[config.mk]
export PLATFORM = sky130hd
export DESIGN_NAME = hex_scroll_sequencer
export DESIGN_NICKNAME = d
export VERILOG_FILES = /design/src/rtl/hex_scroll_sequencer.sv
export SDC_FILE = /design/constraint.sdc
export NUM_CORES = 1
export LEC_CHECK = 0
export BUFFER_PORTS_ARGS = -buffer_cell sky130_fd_sc_hd__clkbuf_2
export CAP_MARGIN = 20
export CELL_PAD_IN_SITES_DETAIL_PLACEMENT = 2
export CELL_PAD_IN_SITES_GLOBAL_PLACEMENT = 2
export CORE_MARGIN = 2
export CORE_UTILIZATION = 45
export DETAILED_ROUTE_END_ITERATION = 7
export PLACE_DENSITY_LB_ADDON = 0.1
export SYNTH_ARGS = -nofsm -noshare
export SYNTH_HDL_FRONTEND = slang
export SYNTH_SLANG_ARGS = --single-unit
[constraint.sdc]
create_clock -name CLOCK_50 -period 3.55 [get_ports CLOCK_50]
set_input_delay 0 -clock CLOCK_50 [delete_from_list [all_inputs] [get_ports CLOCK_50]]
set_output_delay 0 -clock CLOCK_50 [all_outputs]
set_load 0.02 [all_outputs]
[src/rtl/hex_scroll_sequencer.sv]
// Scrolls a buffered message of 4-bit display codes right-to-left across NUM_DIGITS HEX positions.
// Optional pause input and PAUSE state are compiled in with `define HEX_SCROLL_PAUSE_EN.
module hex_scroll_sequencer #(
    parameter int TICK_DIV   = 12500000,
    parameter int MSG_DEPTH  = 16,
    parameter int NUM_DIGITS = 6
) (
    input  logic                    CLOCK_50,
    input  logic                    reset_n,
    input  logic                    wr_valid,
    input  logic [3:0]              wr_code,
    output logic                    wr_ready,
    input  logic                    clr,
    input  logic                    start,
    input  logic                    stop,
`ifdef HEX_SCROLL_PAUSE_EN
    input  logic                    pause,
`endif
    output logic                    busy,
    output logic                    step,
    output logic [4*NUM_DIGITS-1:0] digit_codes
);

    localparam int CNT_W  = $clog2(MSG_DEPTH + 1);
    localparam int ADDR_W = $clog2(MSG_DEPTH);
    localparam int PTR_W  = $clog2(MSG_DEPTH + NUM_DIGITS);
    localparam int PRE_W  = $clog2(TICK_DIV);
    localparam logic [4*NUM_DIGITS-1:0] ALL_BLANK = {NUM_DIGITS{4'hF}};

    typedef enum logic [1:0] {
        IDLE   = 2'd0,
        SCROLL = 2'd1
`ifdef HEX_SCROLL_PAUSE_EN
        ,
        PAUSE  = 2'd2
`endif
    } state_t;

    state_t                  state_q, state_d;
    logic [CNT_W-1:0]        count_q, count_d;
    logic [PTR_W-1:0]        rdPtr_q, rdPtr_d;
    logic [PRE_W-1:0]        presc_q, presc_d;
    logic [4*NUM_DIGITS-1:0] disp_q, disp_d;
    logic                    step_q, step_d;
    logic [3:0]              buffer [MSG_DEPTH];

    logic                    pauseReq;
    logic                    wrEn;
    logic                    running;
    logic                    tick;
    logic                    lastPtr;
    logic [3:0]              srcCode;

`ifdef HEX_SCROLL_PAUSE_EN
    assign pauseReq = pause;
`else
    assign pauseReq = 1'b0;
`endif

    always_ff @(posedge CLOCK_50 or negedge reset_n) begin
        if (!reset_n) begin
            state_q <= IDLE;
            count_q <= '0;
            rdPtr_q <= '0;
            presc_q <= '0;
            disp_q  <= ALL_BLANK;
            step_q  <= 1'b0;
        end else begin
            state_q <= state_d;
            count_q <= count_d;
            rdPtr_q <= rdPtr_d;
            presc_q <= presc_d;
            disp_q  <= disp_d;
            step_q  <= step_d;
        end
    end

    // Message storage needs no reset: only entries below count_q are ever read.
    always_ff @(posedge CLOCK_50) begin
        if (wrEn) begin
            buffer[count_q[ADDR_W-1:0]] <= wr_code;
        end
    end

    always_comb begin
        state_d = state_q;
        case (state_q)
            IDLE: begin
                if (start && !stop && (count_q != '0)) state_d = SCROLL;
            end
            SCROLL: begin
                if (stop)          state_d = IDLE;
`ifdef HEX_SCROLL_PAUSE_EN
                else if (pauseReq) state_d = PAUSE;
            end
            PAUSE: begin
                if (stop)           state_d = IDLE;
                else if (!pauseReq) state_d = SCROLL;
`endif
            end
            default: state_d = IDLE;
        endcase
    end

    assign wrEn    = wr_valid && wr_ready;
    assign tick    = (presc_q == PRE_W'(TICK_DIV - 1));
    assign lastPtr = (rdPtr_q == PTR_W'(count_q) + PTR_W'(NUM_DIGITS - 1));
    assign srcCode = (rdPtr_q < PTR_W'(count_q)) ? buffer[rdPtr_q[ADDR_W-1:0]] : 4'hF;
    // A cycle with pause low counts even while leaving PAUSE, so resume continues seamlessly.
    assign running = (state_q != IDLE) && !stop && !pauseReq;

    always_comb begin
        count_d = count_q;
        rdPtr_d = rdPtr_q;
        presc_d = presc_q;
        disp_d  = disp_q;
        step_d  = 1'b0;
        if (state_q == IDLE) begin
            rdPtr_d = '0;
            presc_d = '0;
            disp_d  = ALL_BLANK;
            if (clr)       count_d = '0;
            else if (wrEn) count_d = count_q + 1'b1;
        end else if (stop) begin
            rdPtr_d = '0;
            presc_d = '0;
            disp_d  = ALL_BLANK;
        end else if (running) begin
            if (tick) begin
                presc_d = '0;
                step_d  = 1'b1;
                disp_d  = {disp_q[4*NUM_DIGITS-5:0], srcCode};
                rdPtr_d = lastPtr ? '0 : rdPtr_q + 1'b1;
            end else begin
                presc_d = presc_q + 1'b1;
            end
        end
    end

    always_comb begin
        busy        = (state_q != IDLE);
        wr_ready    = (state_q == IDLE) && (count_q < CNT_W'(MSG_DEPTH)) && !clr;
        step        = step_q;
        digit_codes = disp_q;
    end

endmodule

Yosys cells after proc, flatten, opt, wreduce, memory -nomap -nowiden
Memories as Yosys holds them, arrays and structs flattened.
Index checks and enable logic that the tools add are counted.
W data, S select, Z words.
{"block": "word_totals", "input_bits": 10, "n_memories": 1, "register_bits": 61, "mem_bits_rw": 64, "output_inout_bits": 27, "word_cells": 60}
{"name": "buffer", "words": 16, "word_bits": 4, "rd": 1, "rd_clocked_by_memory_dff": 0, "write_ports": 1, "line_no": "45", "text": "logic [3:0] buffer [MSG_DEPTH];"}
{"block": "op_classes", "n_mux": 25, "n_eq_ne": 5, "n_lt_le_gt_ge": 2, "addsub": 4, "n_reduce_logical": 17}
{"op": "$mux W24", "n": 8}
{"op": "$mux W5", "n": 7}
{"op": "$add A24 B1 Y24 const B", "n": 1}
{"op": "$eq A24 B24 Y1 const B", "n": 1}
{"op": "$add A5 B1 Y5 const B", "n": 2}
{"op": "$logic_and A1 B1 Y1", "n": 6}
{"op": "$mux W1", "n": 6}
{"op": "$reduce_and A2 Y1", "n": 3}
{"op": "$reduce_bool A3 Y1", "n": 2}
{"op": "$add A5 B3 Y5 const B", "n": 1}
{"op": "$eq A5 B5 Y1", "n": 1}
{"op": "$lt A5 B5 Y1", "n": 1}
{"op": "$lt A5 B5 Y1 const B", "n": 1}
{"op": "$reduce_bool A5 Y1", "n": 1}
{"op": "$mux W2", "n": 2}
{"op": "$mux W4", "n": 1}
{"op": "$ne A2 B2 Y1 const B", "n": 2}
{"op": "$pmux W2 S2", "n": 1}
{"op": "$reduce_bool A2 Y1", "n": 2}
{"op": "$eq A2 B1 Y1 const B", "n": 1}
{"op": "$logic_not A1 Y1", "n": 2}
{"op": "$logic_not A2 Y1", "n": 1}

Depth between registers and ports, before layout
{"block": "depth", "word_depth": 7, "mapped_depth": 9}

Worst setup path after synthesis
OpenSTA, ideal clock, no wires.
{"block": "synth_path", "path_type": "reg2reg", "start": "register state_q[0]", "end": "memory buffer[3][0] (enable)", "path_stages_with_launch": 6, "n_path_buf": 1, "t_required_ns": 3.189, "setup_time_ns": 0.361, "slack_ns": 1.177, "t_arrival_ns": 2.012, "cell_sequence": "dfrtp_1 -> nor3_1 -> and2_1 -> clkbuf_1 -> nand2_1 -> nor3_1"}
{"block": "synth_via", "elab_chain_len": 6}
{"element": "start: declaration", "line_no": "39", "text": "state_t state_q, state_d;"}
{"element": "start signal: assignment", "line_no": "69", "text": "state_q <= state_d;"}
{"element": "$logic_not A2 Y1", "line_no": "142", "text": "wr_ready = (state_q == IDLE) && (count_q < CNT_W'(MSG_DEPTH)) && !clr;"}
{"element": "$logic_and A1 B1 Y1 (2 in a row)", "line_no": "142"}
{"element": "via wr_ready", "line_no": "12", "text": "output logic wr_ready,"}
{"element": "$logic_and A1 B1 Y1", "line_no": "105", "text": "assign wrEn = wr_valid && wr_ready;"}
{"element": "$mux W1", "line_no": "80", "text": "if (wrEn) begin"}
{"element": "$mux W1 (not written as such)", "line_no": "81", "text": "buffer[count_q[ADDR_W-1:0]] <= wr_code;"}
{"element": "end: declaration", "line_no": "45"}
The timed path passes the listed nets, and every way through them passes these cells.

Final worst setup path
{"block": "layout_path", "start": "register presc_q[0]", "end": "register disp_q[0], in the netlist digit_codes[0]"}
{"block": "layout_via", "elab_chain_len": 3}
{"element": "start: declaration", "line_no": "42", "text": "logic [PRE_W-1:0] presc_q, presc_d;"}
{"element": "start signal: assignment", "line_no": "72", "text": "presc_q <= presc_d;"}
{"element": "$eq A24 B24 Y1", "line_no": "106", "text": "assign tick = (presc_q == PRE_W'(TICK_DIV - 1));"}
{"element": "$reduce_bool A3 Y1 (no source line)"}
{"element": "$reduce_and A2 Y1 (no source line)"}
{"element": "end signal: assignment", "line_no": "73", "text": "disp_q <= disp_d;"}
{"element": "end: declaration", "line_no": "43", "text": "logic [4*NUM_DIGITS-1:0] disp_q, disp_d;"}
Every way passes these cells.
A chain may end at the register's enable or synchronous reset.

==> results.cfg <==
[power]
pwr_density_cell_nw_per_um2 = 536
p_leak_uw = 0.00243
vdd_drop_max_v = 0.000400

[run]
drv_cap = 0

[routing]
drt_pre_antenna_iters = 4
routed_wl_mm = 14.4
route.detailed.drc = 0
vias_per_cell = 5.62
final_antenna_net_count = 0
wl_per_cell_um = 22.0
drt_iter0_markers = 252
vias = 3684

[floorplanning]
io_pins = 37
dieHeight_um = 115
rows = 40
core-area_sq_um = 12000
die-area_sq_um = 13100
fp.dieW_um = 115
initial_core_util_pct = 46.0

[cells_and_area]
postLayoutCoreUtil_pct = 54.2
area_delta_synth_final_pct = 18.0
nFillCells = 1131
drive_gt1_share_pct = 24.2
fin_area_sq_um = 6490
layout_common_cells = 68 x nand2_1, 64 x edfxtp_1, 48 x nor2_1, 40 x nand3_1
final_cell_count_no_fill = 655
final_common_cell = nand2_1
layout.nets = 516
antenna_cells = 0

[timing]
clock.fmax_ghz = 0.415
skew_ns = 0.00731
hold_violations = 0
finalSetupViolations = 0
worst_pin_slew_ns = 0.757
tns_ns = 0
min_period_ns = 2.41
slew_violations = 0
period_share_pct = 67.8
setup_slack_ns = 1.14
grt_setup_unrepaired = no
relSlewSlack_pct = 49.5

[clock_tree]
cts_root_buf = clkbuf_16
clk_pin_slew_ns = 0.06
cts_max_level = 4
cts_resized = 0
clockBufferDepth = 2
cts_sinks = 124
clk_latency_ns = 0.43
cts_made_buffers = 17
tritoncts = built

[worst_setup_path]
cp-start-kind = register
cp-startpoint = presc_q[0]$_DFFE_PN0P_
ff2ff_path_depth = 7
path_max_fanout = 19
cp.required_ns = 3.88
end_kind = register
crit_type = reg2reg
reg2reg_slack_ns = 1.14
r2r_start = presc_q[0]$_DFFE_PN0P_
r2r-end = digit_codes[0]$_DFFE_PN1P_
worstSetupEndpoint = digit_codes[0]$_DFFE_PN1P_
cp_data_arrival_time_ns = 2.74

[placement]
hpwl_mm = 9.63
dpl.cell_count = 617
io_buffers = 36
placedInstanceArea_sq_um = 5830
gp_congestion = 0.758
preCtsSetupSlack_ns = 1.20

[synth]
synth_edf_count = 64
synth_adder_area_share_pct = 2.50
muxShareOfSynthArea_pct = 6.55
synth_fp_nets = 467
synth_simple_gate_area_share_pct = 17.4
synthDistinctLibCells = 44
synth_top_family_by_area = simple AND/OR/NAND/NOR gates
synth_seq_cells = 124
yosys.area_share.xor_xnor_pct = 4.39
syn_inst = 446
synth_ff_type = edfxtp_1
synth_compound_area_share_pct = 3.85
yosys_warnings = 0
avgSynthCellArea_sq_um = 12.3
ys_async_sr_fraction_pct = 48.4
yosysSeqAreaShare_pct = 62.8
netlist_area_sq_um = 5500

[grt]
grt_pass1_wl_mm = 23.3
grt.overflow.total = 0
grt_start_max_net_pins = 35
track_usage_pct = 24.6
antenna_found_initial = 0
grt_pass1_vias = 4157

[outcome]
status = completed

[worst_hold_path]
holdCritPathClass = in2reg
holdCritStartpoint = wr_code[1]
==> layer usage <==
layer,track usage [%],vias up,routed length [um]
met4,9.02,0,302
li1,-,1696,-
met2,43.7,54,7830
met1,28.8,1906,5930
met5,0,-,0
met3,6.14,28,330
==> how the worst min path moves through the flow <==
| stage | to | slack (ns) | cells past startpoint |
|---|---|---|---|
| final | buffer[2][1]$_DFFE_PP_ | 0.05 | 1 |
| after global routing | buffer[4][1]$_DFFE_PP_ | 0.05 | 1 |
| after CTS | buffer[2][1]$_DFFE_PP_ | 0.02 | 1 |
| after detailed placement | presc_q[21]$_DFFE_PN0P_ | 0.08 | 1 |
| after global placement | presc_q[21]$_DFFE_PN0P_ | 0.08 | 1 |
| after floorplan | count_q[0]$_DFFE_PN0P_ | -0.30 | 0 |
==> area by class of cell <==
| type | instances | area [sq um] | area share, % |
|---|---|---|---|
| Tap cell | 147 | 184 | 2.83 |
| Clock inverter | 15 | 171 | 2.64 |
| Multi-Input combinational cell | 290 | 1910 | 29.4 |
| Timing Repair Buffer | 51 | 308 | 4.74 |
| Clock buffer | 17 | 425 | 6.56 |
| Inverter | 11 | 41.3 | 0.636 |
| Sequential cell | 124 | 3450 | 53.2 |
==> cells in the mapped netlist (2+ instances only) <==
cell type	n	area, sq um
nand2_1	68	255
edfxtp_1	64	1920
nor2_1	48	180
nand3_1	40	200
dfrtp_1	36	901
dfstp_2	24	631
mux4_2	16	360
xnor2_1	15	131
clkbuf_1	11	41.3
ha_1	11	138
inv_1	11	41.3
nor3_1	11	55.1
xor2_1	10	87.6
a21oi_1	8	40.0
a31oi_1	7	43.8
o21ai_0	7	35.0
and3_1	6	37.5
buf_2	6	30.0
nand4_1	6	37.5
nor2b_1	5	31.3
a22oi_1	4	30.0
or3_1	4	25.0
and2_1	2	12.5
and4_1	2	17.5
buf_1	2	7.51
nor4_1	2	12.5
nor4_2	2	25.0
or2_2	2	12.5
==> power breakdown <==
part | switching [uW] | total, uW | internal (uW) | leakage (uW)
combinational | 118 | 174 | 56.2 | 0.000813
clock | 645 | 1740 | 1100 | 0.000288
sequential | 19.7 | 1560 | 1540 | 0.00133
total | 783 | 3480 | 2690 | 0.00243
==> metrics by stage <==
stage | power, uW | hold slack, ns
finish | 3480 | 0.0500
global route | 3580 | 0.0459
CTS | 3500 | 0.0201
detailed placement | 1750 | 0.0841
global placement | 1730 | 0.0802
floorplan | 1670 | -0.296
==> sequential cells by signal, summed over array words and instances, names as in the netlist <==
register	count
step	1
buffer	64
state_q	1
rdPtr_q	5
presc_q	24
count_q	5
digit_codes	24
==> logic make-up (layout without fill, tap and decap cells) <==
family	count (synthesis)	in the layout
AOI/OAI and AO/OA	33	33
xor gates and xnor gates	26	26
adders and majority gates	11	11
buffers and inverters	32	94
DFF	124	124
muxes	16	16
and+or+nand+nor	204	204
==> worst max-delay path: stages, from the launching register on <==
cell,delay [ns]
dfrtp_1,0.39
ha_1,0.23
nand4_1,0.24
nor4_1,0.40
a21o_1,0.45
buf_4,0.33
nor2_1,0.07
a31oi_1,0.20
==> what timing repair did <==
| item | CTS | global route |
|---|---|---|
| hold buffers | 6 | 0 |
| hold endpoints to repair | 29 | 0 |
| buffers inserted | 0 | 0 |
(Power assumes the default switching activity.)
